### src/rtl/mips_cpu_pkg.sv
// rtl/mips_cpu_pkg.sv - shared state, instruction-class and MIPS field encodings
package mips_cpu_pkg;

  typedef enum logic [2:0] {
    FETCH  = 3'd0,
    EXEC   = 3'd1,
    MEM    = 3'd2,
    WB     = 3'd3,
    MULDIV = 3'd4,
    HALTED = 3'd5
  } state_e;

  typedef enum logic [2:0] {
    CLS_NOWR   = 3'd0,
    CLS_ALUWR  = 3'd1,
    CLS_LOAD   = 3'd2,
    CLS_STORE  = 3'd3,
    CLS_MULDIV = 3'd4
  } instr_class_e;

  typedef enum logic [5:0] {
    OP_SPECIAL = 6'd0,  OP_REGIMM = 6'd1,  OP_J     = 6'd2,  OP_JAL   = 6'd3,
    OP_BEQ     = 6'd4,  OP_BNE    = 6'd5,  OP_BLEZ  = 6'd6,  OP_BGTZ  = 6'd7,
    OP_ADDI    = 6'd8,  OP_ADDIU  = 6'd9,  OP_SLTI  = 6'd10, OP_SLTIU = 6'd11,
    OP_ANDI    = 6'd12, OP_ORI    = 6'd13, OP_XORI  = 6'd14, OP_LUI   = 6'd15,
    OP_LB      = 6'd32, OP_LH     = 6'd33, OP_LWL   = 6'd34, OP_LW    = 6'd35,
    OP_LBU     = 6'd36, OP_LHU    = 6'd37, OP_LWR   = 6'd38,
    OP_SB      = 6'd40, OP_SH     = 6'd41, OP_SW    = 6'd43
  } opcode_e;

  typedef enum logic [5:0] {
    FN_SLL  = 6'd0,  FN_SRL   = 6'd2,  FN_SRA  = 6'd3,  FN_SLLV  = 6'd4,
    FN_SRLV = 6'd6,  FN_SRAV  = 6'd7,  FN_JR   = 6'd8,  FN_JALR  = 6'd9,
    FN_MFHI = 6'd16, FN_MTHI  = 6'd17, FN_MFLO = 6'd18, FN_MTLO  = 6'd19,
    FN_MULT = 6'd24, FN_MULTU = 6'd25, FN_DIV  = 6'd26, FN_DIVU  = 6'd27,
    FN_ADD  = 6'd32, FN_ADDU  = 6'd33, FN_SUB  = 6'd34, FN_SUBU  = 6'd35,
    FN_AND  = 6'd36, FN_OR    = 6'd37, FN_XOR  = 6'd38, FN_NOR   = 6'd39,
    FN_SLT  = 6'd42, FN_SLTU  = 6'd43
  } funct_e;

  typedef enum logic [4:0] {
    RT_BLTZ   = 5'd0,
    RT_BGEZ   = 5'd1,
    RT_BLTZAL = 5'd16,
    RT_BGEZAL = 5'd17
  } rt_e;

endpackage

### src/rtl/mips_cpu_control_fsm_if.sv
// rtl/mips_cpu_control_fsm_if.sv - instruction/data memory handshake between controller and memory
interface mips_cpu_control_fsm_if;
  logic [31:0] mem_readdata;
  logic        mem_waitrequest;
  logic        mem_read;
  logic        mem_write;

  modport master (
    input  mem_readdata,
    input  mem_waitrequest,
    output mem_read,
    output mem_write
  );

  modport slave (
    output mem_readdata,
    output mem_waitrequest,
    input  mem_read,
    input  mem_write
  );
endinterface

### src/rtl/mips_cpu_instr_class.sv
// rtl/mips_cpu_instr_class.sv - combinational decode of the IR into a sequencing class
module mips_cpu_instr_class
  import mips_cpu_pkg::*;
(
  input  logic [31:0]  instr,
  output instr_class_e cls
);
  logic unused_fields;
  assign unused_fields = ^{instr[25:21], instr[15:6]};

  always_comb begin
    cls = CLS_NOWR;
    case (instr[31:26])
      OP_SPECIAL: begin
        case (instr[5:0])
          FN_MULT, FN_MULTU, FN_DIV, FN_DIVU: cls = CLS_MULDIV;
          FN_SLL, FN_SRL, FN_SRA, FN_SLLV, FN_SRLV, FN_SRAV, FN_JALR,
          FN_MFHI, FN_MFLO, FN_ADD, FN_ADDU, FN_SUB, FN_SUBU,
          FN_AND, FN_OR, FN_XOR, FN_NOR, FN_SLT, FN_SLTU:  cls = CLS_ALUWR;
          default:                                         cls = CLS_NOWR;
        endcase
      end
      // Only the linking REGIMM branches write a register ($31).
      OP_REGIMM: begin
        if (instr[20:16] == RT_BLTZAL || instr[20:16] == RT_BGEZAL) cls = CLS_ALUWR;
      end
      OP_JAL, OP_ADDI, OP_ADDIU, OP_SLTI, OP_SLTIU,
      OP_ANDI, OP_ORI, OP_XORI, OP_LUI:                    cls = CLS_ALUWR;
      OP_LB, OP_LH, OP_LWL, OP_LW, OP_LBU, OP_LHU, OP_LWR:  cls = CLS_LOAD;
      OP_SB, OP_SH, OP_SW:                                 cls = CLS_STORE;
      default:                                             cls = CLS_NOWR;
    endcase
  end
endmodule

### src/rtl/mips_cpu_control_fsm.sv
// rtl/mips_cpu_control_fsm.sv - multicycle MIPS control sequencer with IR, mul/div busy counter and halt
module mips_cpu_control_fsm
  import mips_cpu_pkg::*;
#(
  parameter int MUL_CYCLES = 4,
  parameter int DIV_CYCLES = 32
) (
  input  logic                   clk,
  input  logic                   reset,
  mips_cpu_control_fsm_if.master bus,
  input  logic                   pc_next_zero,
  output logic [31:0]            Instr,
  output logic                   pc_write,
  output logic                   reg_write,
  output logic                   spc_reg_write,
  output logic                   active,
  output logic [2:0]             state
);
  localparam int MAX_CYCLES = (MUL_CYCLES > DIV_CYCLES) ? MUL_CYCLES : DIV_CYCLES;
  localparam int CNT_W      = (MAX_CYCLES > 1) ? $clog2(MAX_CYCLES) : 1;
  localparam logic [CNT_W-1:0] MUL_LOAD = CNT_W'(MUL_CYCLES - 1);
  localparam logic [CNT_W-1:0] DIV_LOAD = CNT_W'(DIV_CYCLES - 1);

  state_e           state_q, state_d;
  logic [31:0]      ir_q, ir_d;
  logic [CNT_W-1:0] cnt_q, cnt_d;
  logic             active_q, active_d;
  instr_class_e     instr_cls;
  logic             is_div, is_mthilo, end_instr;
  logic             mem_read_s, mem_write_s;

  mips_cpu_instr_class u_instr_class (
    .instr (ir_q),
    .cls   (instr_cls)
  );

  assign is_div    = (ir_q[5:0] == FN_DIV) || (ir_q[5:0] == FN_DIVU);
  assign is_mthilo = (ir_q[31:26] == OP_SPECIAL) &&
                     ((ir_q[5:0] == FN_MTHI) || (ir_q[5:0] == FN_MTLO));

  always_comb begin
    state_d   = state_q;
    ir_d      = ir_q;
    cnt_d     = cnt_q;
    end_instr = 1'b0;
    case (state_q)
      FETCH: begin
        if (!bus.mem_waitrequest) begin
          ir_d    = bus.mem_readdata;
          state_d = EXEC;
        end
      end
      EXEC: begin
        case (instr_cls)
          CLS_LOAD, CLS_STORE: state_d = MEM;
          CLS_MULDIV: begin
            cnt_d   = is_div ? DIV_LOAD : MUL_LOAD;
            state_d = MULDIV;
          end
          default: end_instr = 1'b1;
        endcase
      end
      MEM: begin
        if (!bus.mem_waitrequest) begin
          if (instr_cls == CLS_LOAD) state_d = WB;
          else                       end_instr = 1'b1;
        end
      end
      WB: end_instr = 1'b1;
      // The counter holds at zero; the zero cycle is the final busy cycle.
      MULDIV: begin
        if (cnt_q == '0) end_instr = 1'b1;
        else             cnt_d = cnt_q - 1'b1;
      end
      default: ;
    endcase
    if (end_instr) state_d = pc_next_zero ? HALTED : FETCH;
    active_d = (state_d != HALTED);
  end

  always_comb begin
    mem_read_s    = 1'b0;
    mem_write_s   = 1'b0;
    pc_write      = 1'b0;
    reg_write     = 1'b0;
    spc_reg_write = 1'b0;
    if (!reset) begin
      case (state_q)
        FETCH: mem_read_s = 1'b1;
        EXEC: begin
          reg_write     = (instr_cls == CLS_ALUWR);
          pc_write      = (instr_cls == CLS_ALUWR) || (instr_cls == CLS_NOWR);
          spc_reg_write = is_mthilo;
        end
        MEM: begin
          mem_read_s  = (instr_cls == CLS_LOAD);
          mem_write_s = (instr_cls == CLS_STORE);
          pc_write    = (instr_cls == CLS_STORE) && !bus.mem_waitrequest;
        end
        WB: begin
          reg_write = 1'b1;
          pc_write  = 1'b1;
        end
        MULDIV: begin
          spc_reg_write = (cnt_q == '0);
          pc_write      = (cnt_q == '0);
        end
        default: ;
      endcase
    end
  end

  always_ff @(posedge clk) begin
    if (reset) begin
      state_q  <= FETCH;
      ir_q     <= '0;
      cnt_q    <= '0;
      active_q <= 1'b1;
    end else begin
      state_q  <= state_d;
      ir_q     <= ir_d;
      cnt_q    <= cnt_d;
      active_q <= active_d;
    end
  end

  assign bus.mem_read  = mem_read_s;
  assign bus.mem_write = mem_write_s;
  assign Instr         = ir_q;
  assign active        = active_q;
  assign state         = state_q;
endmodule

### src/flat_wrapper.sv
// flat-port wrapper written by rule: the top's interface ports become plain ports
module mips_cpu_control_fsm_flat import mips_cpu_pkg::*;
#(
  parameter int MUL_CYCLES = 4,
  parameter int DIV_CYCLES = 32
)
  (clk, reset, pc_next_zero, Instr, pc_write, reg_write, spc_reg_write, active, state, bus_mem_readdata, bus_mem_waitrequest, bus_mem_read, bus_mem_write);
  mips_cpu_control_fsm_if bus_i ();
  input  logic clk;
  input  logic reset;
  input  logic pc_next_zero;
  output logic [31:0] Instr;
  output logic pc_write;
  output logic reg_write;
  output logic spc_reg_write;
  output logic active;
  output logic [2:0] state;
  input wire logic [$bits(bus_i.mem_readdata)-1:0] bus_mem_readdata;
  input wire logic [$bits(bus_i.mem_waitrequest)-1:0] bus_mem_waitrequest;
  output wire logic [$bits(bus_i.mem_read)-1:0] bus_mem_read;
  output wire logic [$bits(bus_i.mem_write)-1:0] bus_mem_write;
  assign bus_i.mem_readdata = bus_mem_readdata;
  assign bus_i.mem_waitrequest = bus_mem_waitrequest;
  assign bus_mem_read = bus_i.mem_read;
  assign bus_mem_write = bus_i.mem_write;
  mips_cpu_control_fsm #(.MUL_CYCLES(MUL_CYCLES), .DIV_CYCLES(DIV_CYCLES)) u_core (.clk(clk), .reset(reset), .bus(bus_i), .pc_next_zero(pc_next_zero), .Instr(Instr), .pc_write(pc_write), .reg_write(reg_write), .spc_reg_write(spc_reg_write), .active(active), .state(state));
endmodule
### config.mk
export PLATFORM = sky130hd
export DESIGN_NAME = mips_cpu_control_fsm_flat
export DESIGN_NICKNAME = d
export VERILOG_FILES = /design/src/rtl/mips_cpu_pkg.sv /design/src/rtl/mips_cpu_control_fsm_if.sv /design/src/rtl/mips_cpu_instr_class.sv /design/src/rtl/mips_cpu_control_fsm.sv /design/src/flat_wrapper.sv
export SDC_FILE = /design/constraint.sdc
export NUM_CORES = 1
export LEC_CHECK = 0
export BUFFER_PORTS_ARGS = -buffer_cell sky130_fd_sc_hd__buf_4
export CAP_MARGIN = 10
export CORE_MARGIN = 4
export CORE_UTILIZATION = 39
export CTS_CLUSTER_DIAMETER = 30
export CTS_CLUSTER_SIZE = 8
export DETAILED_ROUTE_END_ITERATION = 16
export PLACE_DENSITY = 0.8
export RECOVER_POWER = 50
export SYNTH_ARGS = -nofsm -noshare
export SYNTH_HDL_FRONTEND = slang
export SYNTH_HIERARCHICAL = 1
export SYNTH_SLANG_ARGS = --single-unit
export TNS_END_PERCENT = 5
### constraint.sdc
create_clock -name clk -period 2.4 [get_ports clk]
set_input_delay 0.12 -clock clk [delete_from_list [all_inputs] [get_ports clk]]
set_output_delay 0.12 -clock clk [all_outputs]
set_load 0.05 [all_outputs]
; Word-level counts from Yosys, hierarchy flattened
; Memories as Yosys holds them, arrays and structs flattened. A register that Yosys moved wholly into a read port is not among the register bits.
; Index checks and enable logic that the tools add are counted.
[op_classes]
add_sub_neg = 1
eq_ne = 37
mux = 30
n_bitwise = 1
reduce_logical = 19
[ops]
columns = cell, count
row1 = 6-bit equality test (second input constant), 10
row2 = 6-bit by 4-bit equality test with 1-bit output (second input constant), 8
row3 = 6-bit by 5-bit equality test with 1-bit output (second input constant), 4
row4 = 3-bit two-way mux, 5
row5 = 5-bit two-way mux, 3
row6 = 3-bit one-hot mux with 5 select lines, 1
row7 = 3-bit by 2-bit equality test with 1-bit output (second input constant), 4
row8 = 6-bit two-way mux, 2
row9 = 1-bit two-way mux, 11
row10 = 5-bit equality test (second input constant), 2
row11 = 5-bit one-hot mux with 2 select lines, 1
row12 = 3-bit one-hot mux with 3 select lines, 1
row13 = 9-bit OR reduction, 1
row14 = 1-bit one-hot mux with 4 select lines, 2
row15 = 7-bit OR reduction, 1
row16 = 3-bit by 1-bit equality test with 1-bit output (second input constant), 2
row17 = 3-bit equality test (second input constant), 2
row18 = 6-bit by 1-bit equality test with 1-bit output (second input constant), 1
row19 = 6-bit by 2-bit equality test with 1-bit output (second input constant), 1
row20 = 3-bit zero test, 2
row21 = 6-bit zero test, 1
row22 = 1-bit one-hot mux with 2 select lines, 3
row23 = 3-bit one-hot mux with 2 select lines, 1
row24 = 3-bit OR reduction, 2
row25 = 12 further kinds, 17
[word_totals]
regBits = 41
rom_bits = 128
word_cells = 93
memories = 1
[mem_list]
columns = name, words, width, read_ports, rd_clocked_by_memory_dff, wr, line_no
row1 = (no name shown), 64, 2, 1, 1, 0, mips_cpu_instr_class.sv:15  ; case (instr[5:0])

; Depth between registers and ports, before layout
; Gate-level depths: netlist (run 1).
[logic_depth]
depth_word = 10
mapped_depth = 8
ltp_nobuf = 8

; Modules after synthesis
; The synthesis (run 1) kept the hierarchy.
[by_module_without_submodules]
columns = mod, n_inst, cells_each, area_each_um2, seq_area_each_um2
row1 = mips_cpu_control_fsm, 1, 232, 1848.0, 820.8
row2 = mips_cpu_instr_class, 1, 29, 171.4, 0.0

; Worst setup path after synthesis (run 1)
; OpenSTA, ideal clock, no wires.
[synth_path]
path_type = register to output
start = register u_core.ir_q[26] (netlist: u_core/Instr[26])
end = output port bus_mem_read
t_arrival_ns = 3.660
required_ns = 2.280
slack_ns = -1.380
path_stages_with_launch = 6
cell_sequence = dfxtp_1 -> mux2_2 -> a221oi_1 -> or3b_1 -> and2_1 -> nor4_1
[synth_via]
elab_chain_cells = 6
elab_cells_between_ends = 28
[synth_lines]
columns = item, line_no
row1 = "start, declared", mips_cpu_control_fsm.sv:25  ; logic [31:0] ir_q, ir_d;
row2 = "start signal, assigned", mips_cpu_control_fsm.sv:121  ; ir_q <= ir_d;
row3 = "6-bit by 2-bit equality test with 1-bit output, or another cell as far along", mips_cpu_instr_class.sv:13  ; case (instr[31:26])
row4 = "9-bit OR reduction, or another cell as far along", mips_cpu_instr_class.sv:13
row5 = 3-bit one-hot mux with 5 select lines *, mips_cpu_instr_class.sv:13
row6 = net u_core.instr_cls[1], mips_cpu_control_fsm.sv:28  ; instr_class_e instr_cls;
row7 = 3-bit by 2-bit equality test with 1-bit output *, mips_cpu_control_fsm.sv:96  ; mem_read_s = (instr_cls == CLS_LOAD);
row8 = 1-bit one-hot mux with 2 select lines *, mips_cpu_control_fsm.sv:88  ; case (state_q)
row9 = 1-bit two-way mux *, mips_cpu_control_fsm.sv:87  ; if (!reset) begin
row10 = "end, declared", flat_wrapper.sv:20  ; output wire logic [$bits(bus_i.mem_read)-1:0] bus_mem_read;
; Mark *: on every way through the listed nets, which the timed path passes. The rest lies on a longest branch.

==> out/results.ini, run 1 <==
[grt]
grt_overflow = 0
antenna_found_initial = 0
grt_pass1_vias = 2069
grt_max_degree = 44
grt_pass1_wl_um = 9260
track_usage = 0.182

[floorplanning]
die_x_um = 80.0
io-pin-count = 77
die_h_um = 80.0
core_um2 = 4880
dieArea_um2 = 6390
rows = 25
initial_core_util = 0.414

[flow_run]
max-cap-violations = 0

[routing]
drtIter0Drc = 169
viasPerCell = 5.13
wirelength_um = 5670
firstDrtPassIters = 4
vias = 2129
routedWlPerCell_um = 13.7
drc_errors = 0
antenna_left = 0

[timing]
max_clock_freq_ghz = 0.413
layout_setup_ws_ps = -24.2
relSlewSlack = 0.569
hold_viol = 0
period_minus_slack_ps = 2420
worst_clock_skew_ps = 7.89
setup_viol = 2
finalMaxSlewViolations = 0
period_share = 1.01
grt_setup_unrepaired = yes
max_slew.worst_pin.slew_ps = 645

[finish]
fillCellCount = 486
area_growth_pct = 39.1
drive_above_1_share = 0.279
register_area_um2 = 840
diodes = 0
utilization = 0.576
multiInputGateArea_um2 = 1190
layout.cells.non_filler = 415
nets = 385

[placed_design]
portBuffers = 76
place_hpwl_um = 3890
dp.cells = 397
gp_congestion = 0.837
pre_cts_ws_ps = 28.5

[clocking]
cts_buffer_depth = 2
tritoncts = built
cts_sinks = 41
clk_pin_slew_ps = 80
clock-root-buffer = clkbuf_8
htreeDepth = 2
clk_latency_ps = 290
numCtsBuffers = 5

[synth]
synth_edf_count = 0
ys_warn_count = 6
synth_nets = 299
synth_area_um2 = 2020
syn_avg_cell_area_um2 = 7.74
ys_seq_elements = 41
async_flop_share = 0
ys_types = 48
ys.flop_type = dfxtp_1
syn_inst = 261
ys_seq_area_frac = 0.406

[setup_path]
critPathLaunchType = flip-flop
crit_required_ps = 2280
critPathKind = flip-flop to output pin
cp_max_fo = 6
worst_setup_path_end_kind = output pin
critPathArrivalTime_ps = 2300

[run_status]
violations = negative setup slack
status = complete, but fails checks

[pwr]
power.density_nw_per_um2 = 1020
leakage_nw = 1.09
max-vdd-ir-drop_mv = 0.559

[min_path]
worst_hold_path_type = primary input to flip-flop

==> synth_stat cells (2+ instances only) <==
library cell  number  share of area
clkbuf_1          10          0.019
buf_2              5          0.012
a32oi_1            2         0.0087
o211ai_1           2         0.0074
nand2_1           69           0.13
a21oi_1           36          0.089
and2_1             2         0.0062
nor4_1             2         0.0062
o21ba_2            2         0.0099
o21bai_1           3          0.011
nor2b_1            3         0.0093
o21ai_0            7          0.017
nand2b_1           6          0.019
o21ai_1            2         0.0050
nor3_1            11          0.027
a211o_1            2         0.0087
dfxtp_1           41           0.41
or3b_1             2         0.0087
nor4b_1            3          0.013
nand4b_1           2         0.0087
nor3b_1            4          0.015
ha_1               2          0.012
nor2_1            14          0.026
inv_1              5         0.0093
==> cells by family after synthesis <==
family                     count (synthesis)  synth area share
and+or+nand+nor                          129             0.318
adders and majority gates                  2            0.0124
buffers and inverters                     21            0.0458
muxes                                      1           0.00558
DFF                                       41             0.406
AOI/OAI and AO/OA                         67             0.212
==> timing repair <==
action / CTS / global route
endpoints found under the hold margin: 0 / 0
hold buffers: 0 / 0
pin swaps: 10 / 6
endpoints found under the setup margin: 2 / 11
buffers inserted: 10 / 0
gates resized for setup: 19 / 6
==> worst max-delay path, cell delays in order, from the launching register on <==
cell and delay (ps):
dfxtp_4 360, nor4bb_1 140, o21ai_1 140, o311ai_2 120, a211o_1 320, or3b_4 400
and2_4 180, nor4_4 150, buf_6 200
==> metrics by stage <==
stage | hold WS [ps] | cell area [um^2] | power, W | TNS [ps]
3_3_place_gp | 354 | 2720 | 0.00240 | 0
4_1_cts | 46.6 | 2930 | 0.00296 | -202
2_1_floorplan | 239 | 2070 | 0.00200 | -849
3_5_place_dp | 359 | 2720 | 0.00242 | 0
6_report | 53.2 | 2810 | 0.00286 | -45.3
5_1_grt | 54.3 | 2810 | 0.00305 | -688
==> final timing paths <==
| check | from | endpoint | slack (ps) | depth (start not counted) |
|---|---|---|---|---|
| worst max-delay path | u_core/Instr[3] | bus_mem_read | -20 | 8 |
| worst min-delay path | pc_next_zero | u_core/active | 50 | 2 |
| worst max register to register | u_core/Instr[3] | u_core/cnt_q[3] | 10 | 9 |
| worst min register to register | u_core/Instr[23] | u_core/Instr[23] | 450 | 2 |
==> flip-flops by register name, indices dropped and copies added, names as in the netlist <==
name	cells
u_core/Instr	32
u_core/cnt_q	5
u_core/state	3
u_core/active	1
==> where the power goes <==
| part | leakage, nW | switching (W) | internal (W) |
|---|---|---|---|
| Clock | 0.0450 | 0.000232 | 0.000202 |
| Combinational | 0.705 | 0.00103 | 0.000469 |
| Sequential | 0.340 | 0.000121 | 0.000806 |
==> cells in the final DEF (no fill, tap or decap), types with 6 or more instances in the layout <==
master	instances
dfxtp_1	32
buf_4	57
clkbuf_1	36
dfxtp_2	6
nand2_1	69
nand2b_1	6
a21oi_1	36
nor3_1	10
nor2_1	14
==> metal layers <==
| metal | part of all wire | global-route usage | routed length (um) | vias to the layer above |
|---|---|---|---|---|
| met5 | 0 | 0 | 0 | - |
| met4 | 0.0099 | 0.0642 | 56 | 0 |
| met3 | 0.057 | 0.0519 | 326 | 5 |
| met2 | 0.50 | 0.304 | 2850 | 54 |
| met1 | 0.43 | 0.223 | 2440 | 994 |
| li1 | - | - | - | 1076 |
==> layout make-up <==
class / count / share of cell area
clock buffers: 6 / 0.0258
flip-flops and latches: 41 / 0.299
clock inverters: 2 / 0.00356
inverters: 5 / 0.00668
multi-input cells: 199 / 0.424
well taps: 67 / 0.0298
repair buffers: 95 / 0.211
(Power assumes the default switching activity.)
==> inputs of run 2 (changes only) <==
--- a/config.mk
+++ b/config.mk
@@ -8,11 +8,11 @@
 export BUFFER_PORTS_ARGS = -buffer_cell sky130_fd_sc_hd__buf_4
 export CAP_MARGIN = 10
 export CORE_MARGIN = 4
-export CORE_UTILIZATION = 39
+export CORE_UTILIZATION = 37
 export CTS_CLUSTER_DIAMETER = 30
 export CTS_CLUSTER_SIZE = 8
 export DETAILED_ROUTE_END_ITERATION = 16
-export PLACE_DENSITY = 0.8
+export PLACE_DENSITY = 0.77
 export RECOVER_POWER = 50
 export SYNTH_ARGS = -nofsm -noshare
 export SYNTH_HDL_FRONTEND = slang
==> run 2 against run 1 <==
The flow still finishes with violations (negative setup slack); total power rose by 3.8%; final cell count fell by 0.48%; sequential power rose by 2.6%; critical path type unchanged; design area fell by 0.22%.
==> out/results.ini, run 2 (same netlist as run 1, synthesis figures left out) <==
[finish]
drive_above_1_share = 0.274  ; -0.00468
area_growth_pct = 38.8
fillCellCount = 530  ; +9.1%
utilization = 0.538  ; -0.0372
final_cell_mix = 69 x nand2_1, 56 x buf_4, 36 x a21oi_1
layout.cells.most_common = nand2_1
nets = 380  ; -1.3%
diodes = 0  ; unchanged
largest_reg_flops = 32  ; unchanged

[flow_run]
max-cap-violations = 0  ; unchanged

[floorplanning]
io-pin-count = 77  ; unchanged
rows = 26  ; +4.0%
die_h_um = 81.9  ; +2.4%
dieArea_um2 = 6700  ; +4.8%
die_x_um = 81.9  ; +2.4%
core_um2 = 5200  ; +6.7%
initial_core_util = 0.388  ; -0.0259

[routing]
wirelength_um = 5670  ; about the same
vias = 2078  ; -2.4%
antenna_left = 0  ; unchanged
firstDrtPassIters = 4  ; unchanged
drtIter0Drc = 118  ; -30%
routedWlPerCell_um = 13.7  ; +0.47%
viasPerCell = 5.03  ; -1.9%
drc_errors = 0  ; unchanged

[clocking]
clk_latency_ps = 300  ; about the same
cts_sinks = 41  ; unchanged
clk_pin_slew_ps = 90  ; about the same
tritoncts = built
htreeDepth = 2  ; unchanged
numCtsBuffers = 5  ; unchanged
cts_buffer_depth = 2  ; unchanged
clock-root-buffer = clkbuf_8

[timing]
setup_viol = 3  ; +1
worst_clock_skew_ps = 7.34  ; -0.550 ps
period_minus_slack_ps = 2500  ; +77.6 ps
max_clock_freq_ghz = 0.400  ; -3.1%
period_share = 1.04  ; +0.0323
max_slew.worst_pin.slew_ps = 619  ; -26.2 ps
finalMaxSlewViolations = 0  ; unchanged
hold_viol = 0  ; unchanged
relSlewSlack = 0.589  ; +0.0202
layout_setup_ws_ps = -102  ; -77.6 ps
grt_setup_unrepaired = yes
setup_tns_ps = -183  ; -138 ps

[grt]
grt_max_degree = 44  ; unchanged
track_usage = 0.169  ; -0.0138
antenna_found_initial = 0  ; unchanged
grt_overflow = 0  ; unchanged
grt_pass1_wl_um = 8810  ; -4.8%
grt_pass1_vias = 1958  ; -5.4%

[setup_path]
reg2reg_to = u_core/cnt_q[3]
critPathArrivalTime_ps = 2380  ; +80 ps
critPathKind = flip-flop to output pin
critical_path.endpoint = bus_mem_read
critPathLaunchType = flip-flop
worst_setup_path_end_kind = output pin
reg2reg_depth = 9  ; unchanged
max_stage_delay_ps = 400  ; about the same
worstPathCellList = nor2b_1, o21ai_0, a21oi_1, a211o_1, or3b_4, and2_4, nor4_4, buf_6
startpoint = u_core/Instr[27]
cp_max_fo = 7  ; +1
crit_required_ps = 2280  ; about the same
reg2reg_from = u_core/Instr[27]
crit_slowest_cell = or3b_4
r2r_setup_slack_ps = -10  ; -20 ps

[pwr]
max-vdd-ir-drop_mv = 0.615  ; +10%
leakage_nw = 1.08  ; -0.85%
power.density_nw_per_um2 = 1060  ; +4.1%

[placed_design]
portBuffers = 76  ; unchanged
place_hpwl_um = 3920  ; +0.91%
gp_congestion = 0.809  ; -3.4%

[run_status]
violations = negative setup slack
status = complete, but fails checks

[min_path]
worst_hold_path_type = primary input to flip-flop

run 2: layout make-up:
class                           count  area, um^2  share of cell area
Clock inverter                      3        46.3              0.0165
Timing Repair Buffer               90         563               0.201
Tap cell                           70        87.6              0.0312
Sequential cell                    41         841               0.300
Inverter                            5        18.8             0.00670
Clock buffer                        5        68.8              0.0246
Multi-Input combinational cell    199        1180               0.420
run 2: how the worst min path moves through the flow:
stage	startpoint	depth (start not counted)	slack, ps	endpoint
after CTS	bus_mem_readdata[26]	3	50	u_core/Instr[26]
after detailed placement	bus_mem_readdata[26]	3	370	u_core/Instr[26]
after global routing	bus_mem_readdata[0]	3	50	u_core/Instr[0]
after floorplan	pc_next_zero	1	240	u_core/active
after global placement	pc_next_zero	2	360	u_core/active
final	bus_mem_readdata[26]	3	50	u_core/Instr[26]
run 2: power by group:
part	internal [W]	total, W	switching, W
Sequential	0.000807	0.000952	0.000145
Clock	0.000311	0.000560	0.000249
Combinational	0.000455	0.00146	0.00100
run 2: layer usage:
metal | vias up | share of wire | track usage
met2 | 54 | 0.50 | 0.303
met4 | 0 | 0.014 | 0.0565
met5 | - | 0 | 0
met1 | 946 | 0.43 | 0.197
met3 | 9 | 0.057 | 0.0362
li1 | 1069 | - | -
run 2: metrics by stage:
| stage | instances | power [W] | worst slack [ps] | area [um^2] | hold WS, ps |
|---|---|---|---|---|---|
| finish | 413 | 0.00297 | -102 | 2800 | 53.9 |
| detailed placement | 400 | 0.00242 | 81.6 | 2720 | 372 |
| global route | 413 | 0.00315 | -194 | 2800 | 48.9 |
| CTS | 413 | 0.00306 | -93.3 | 2920 | 46.3 |
| floorplan | 261 | 0.00200 | -318 | 2070 | 239 |
| global placement | 400 | 0.00240 | 113 | 2720 | 361 |
run 2: what timing repair did:
item                       CTS  global route
gates cloned                 0             0
hold buffers                 0             0
pin swaps                    5             6
setup endpoints to repair    2            10
setup buffers                5             0
resized for setup           17             3
run 2: critical path: cells and delay by family (launching register included):
family | cells | cell delay, ps
and+or+nand+nor | 4 | 950
AOI/OAI and AO/OA | 3 | 560
DFF | 1 | 380
buffers and inverters | 1 | 190
==> inputs of run 3 (changes only) <==
--- a/config.mk
+++ b/config.mk
@@ -8,11 +8,11 @@
 export BUFFER_PORTS_ARGS = -buffer_cell sky130_fd_sc_hd__buf_4
 export CAP_MARGIN = 10
 export CORE_MARGIN = 4
-export CORE_UTILIZATION = 37
+export CORE_UTILIZATION = 30
 export CTS_CLUSTER_DIAMETER = 30
 export CTS_CLUSTER_SIZE = 8
 export DETAILED_ROUTE_END_ITERATION = 16
-export PLACE_DENSITY = 0.77
+export PLACE_DENSITY = 0.66
 export RECOVER_POWER = 50
 export SYNTH_ARGS = -nofsm -noshare
 export SYNTH_HDL_FRONTEND = slang
==> run 3 against run 2 <==
The run still ends with negative setup slack left; via count up 2.3%; total power down 2.4%; hold slack lost 1.7 ps; die area grew 21%; global-route usage shrank 2.5 points; clock skew rose by 1.5 ps; sequential share of layout area fell by 0.74 points; non-clock buffer count increased by 5; sequential cell count stayed put; design area grew 2.2%; clock power decreased by 20%.
==> out/results.ini, run 3 (same netlist as run 1, synthesis figures left out) <==
[run_status]
status = complete, but fails checks
violations = negative setup slack

[clocking]
clk_pin_slew_ps = 90  ; about the same
cts_sinks = 41  ; unchanged
clk_latency_ps = 290  ; about the same
clock-root-buffer = clkbuf_8
cts_buffer_depth = 2  ; unchanged
htreeDepth = 2  ; unchanged
tritoncts = built
cts_hold_buf = 0  ; unchanged
numCtsBuffers = 5  ; unchanged

[routing]
drtIter0Drc = 87  ; -26%
viasPerCell = 5.00  ; -0.58%
antenna_left = 0  ; unchanged
firstDrtPassIters = 4  ; unchanged
routedWlPerCell_um = 13.8  ; +0.45%
drc_errors = 0  ; unchanged
vias = 2126  ; +2.3%
wirelength_um = 5860  ; +3.4%

[placed_design]
place_hpwl_um = 4040  ; +2.9%
pre_cts_ws_ps = 55.8  ; -25.8 ps
dp.cells = 409  ; +2.3%
gp_congestion = 0.913  ; +13%
place_area_um2 = 2740  ; +0.87%
portBuffers = 76  ; unchanged

[floorplanning]
dieArea_um2 = 8110  ; +21%
rows = 29  ; +12%
die_h_um = 90.0  ; +10%
core_um2 = 6460  ; +24%
initial_core_util = 0.313  ; -0.0753
die_x_um = 90.0  ; +10%
io-pin-count = 77  ; unchanged

[finish]
drive_above_1_share = 0.302  ; +0.0277
diodes = 0  ; unchanged
area_growth_pct = 41.9
final_cell_mix = 69 x nand2_1, 59 x buf_4, 36 x a21oi_1
utilization = 0.444  ; -0.0948
layout.cells.most_common = nand2_1
fillCellCount = 697  ; +32%
nets = 385  ; +1.3%
layout.cells.non_filler = 425  ; +2.9%
largest_reg_flops = 32  ; unchanged
fin_area_um2 = 2870  ; +2.2%

[timing]
hold_viol = 0  ; unchanged
max_clock_freq_ghz = 0.410  ; +2.6%
period_share = 1.02  ; -0.0261
layout_setup_ws_ps = -39.1  ; +62.7 ps
period_minus_slack_ps = 2440  ; -62.7 ps
finalMaxSlewViolations = 0  ; unchanged
grt_setup_unrepaired = yes
worst_clock_skew_ps = 8.80  ; +1.46 ps
relSlewSlack = 0.573  ; -0.0163
max_slew.worst_pin.slew_ps = 644  ; +24.6 ps
setup_viol = 2  ; -1

[pwr]
power.density_nw_per_um2 = 1010  ; -4.5%
leakage_nw = 1.10  ; +2.3%
max-vdd-ir-drop_mv = 0.411  ; -33%

[grt]
grt_pass1_wl_um = 9800  ; +11%
grt_pass1_vias = 2109  ; +7.7%
antenna_found_initial = 0  ; unchanged
grt_overflow = 0  ; unchanged
grt_max_degree = 44  ; unchanged
track_usage = 0.143  ; -0.0255

[setup_path]
worst_setup_path_end_kind = flip-flop
cp_max_fo = 5  ; -2
critPathLaunchType = flip-flop
crit_required_ps = 2640  ; +360 ps
critPathKind = flip-flop to flip-flop
critPathArrivalTime_ps = 2680  ; +300 ps

[flow_run]
max-cap-violations = 0  ; unchanged

[min_path]
worst_hold_path_type = primary input to flip-flop

## run 3: path summary, 6_finish.rpt
| kind | from | to | slack (ps) | cells after the start |
|---|---|---|---|---|
| max reg2reg | u_core/Instr[3] | u_core/cnt_q[3] | -40 | 10 |
| max | u_core/Instr[3] | u_core/cnt_q[3] | -40 | 10 |
| min reg2reg | u_core/Instr[11] | u_core/Instr[11] | 450 | 2 |
| min | pc_next_zero | u_core/active | 50 | 2 |
## run 3: what timing repair did
item	CTS	global route
setup buffers	7	1
endpoints found under the hold margin	0	0
pin swaps	14	9
setup endpoints to repair	2	11
resized for setup	21	9
## run 3: area by class of cell
| class | instances | area, um^2 | area share |
|---|---|---|---|
| clock buffers | 5 | 68.8 | 0.0240 |
| multi-input cells | 199 | 1210 | 0.422 |
| flip-flops and latches | 41 | 838 | 0.293 |
| repair buffers | 95 | 616 | 0.215 |
| clock inverters | 3 | 17.5 | 0.00611 |
| inverters | 5 | 18.8 | 0.00655 |
| well taps | 77 | 96.3 | 0.0336 |
## run 3: worst max-delay path: stages (launching register included)
cell and delay [ps]:
dfxtp_4 360, nor4bb_4 140, o21ai_1 160, o311ai_2 120
a211o_1 330, buf_6 140, or3b_4 420, o32ai_4 330
buf_6 160, and2_4 130, a32o_1 120
## run 3: layer usage
metal | vias up | wire (um) | GRT usage
met1 | 996 | 2720 | 0.181
met3 | 4 | 317 | 0.0451
met2 | 48 | 2780 | 0.237
met5 | - | 0 | 0
met4 | 0 | 40 | 0.0344
li1 | 1078 | - | -
## run 3: report_power, final
group | total, W | internal, W | switching [W]
Clock | 0.000450 | 0.000201 | 0.000249
Sequential | 0.000964 | 0.000806 | 0.000158
Combinational | 0.00148 | 0.000482 | 0.00100
## run 3: per-stage QoR
step	power (W)	hold WS, ps	TNS, ps
after CTS	0.00298	42.3	-224
after floorplan	0.00200	239	-849
final	0.00290	52.3	-61.1
after detailed placement	0.00245	362	0
after global routing	0.00308	45.2	-862
after global placement	0.00244	366	0
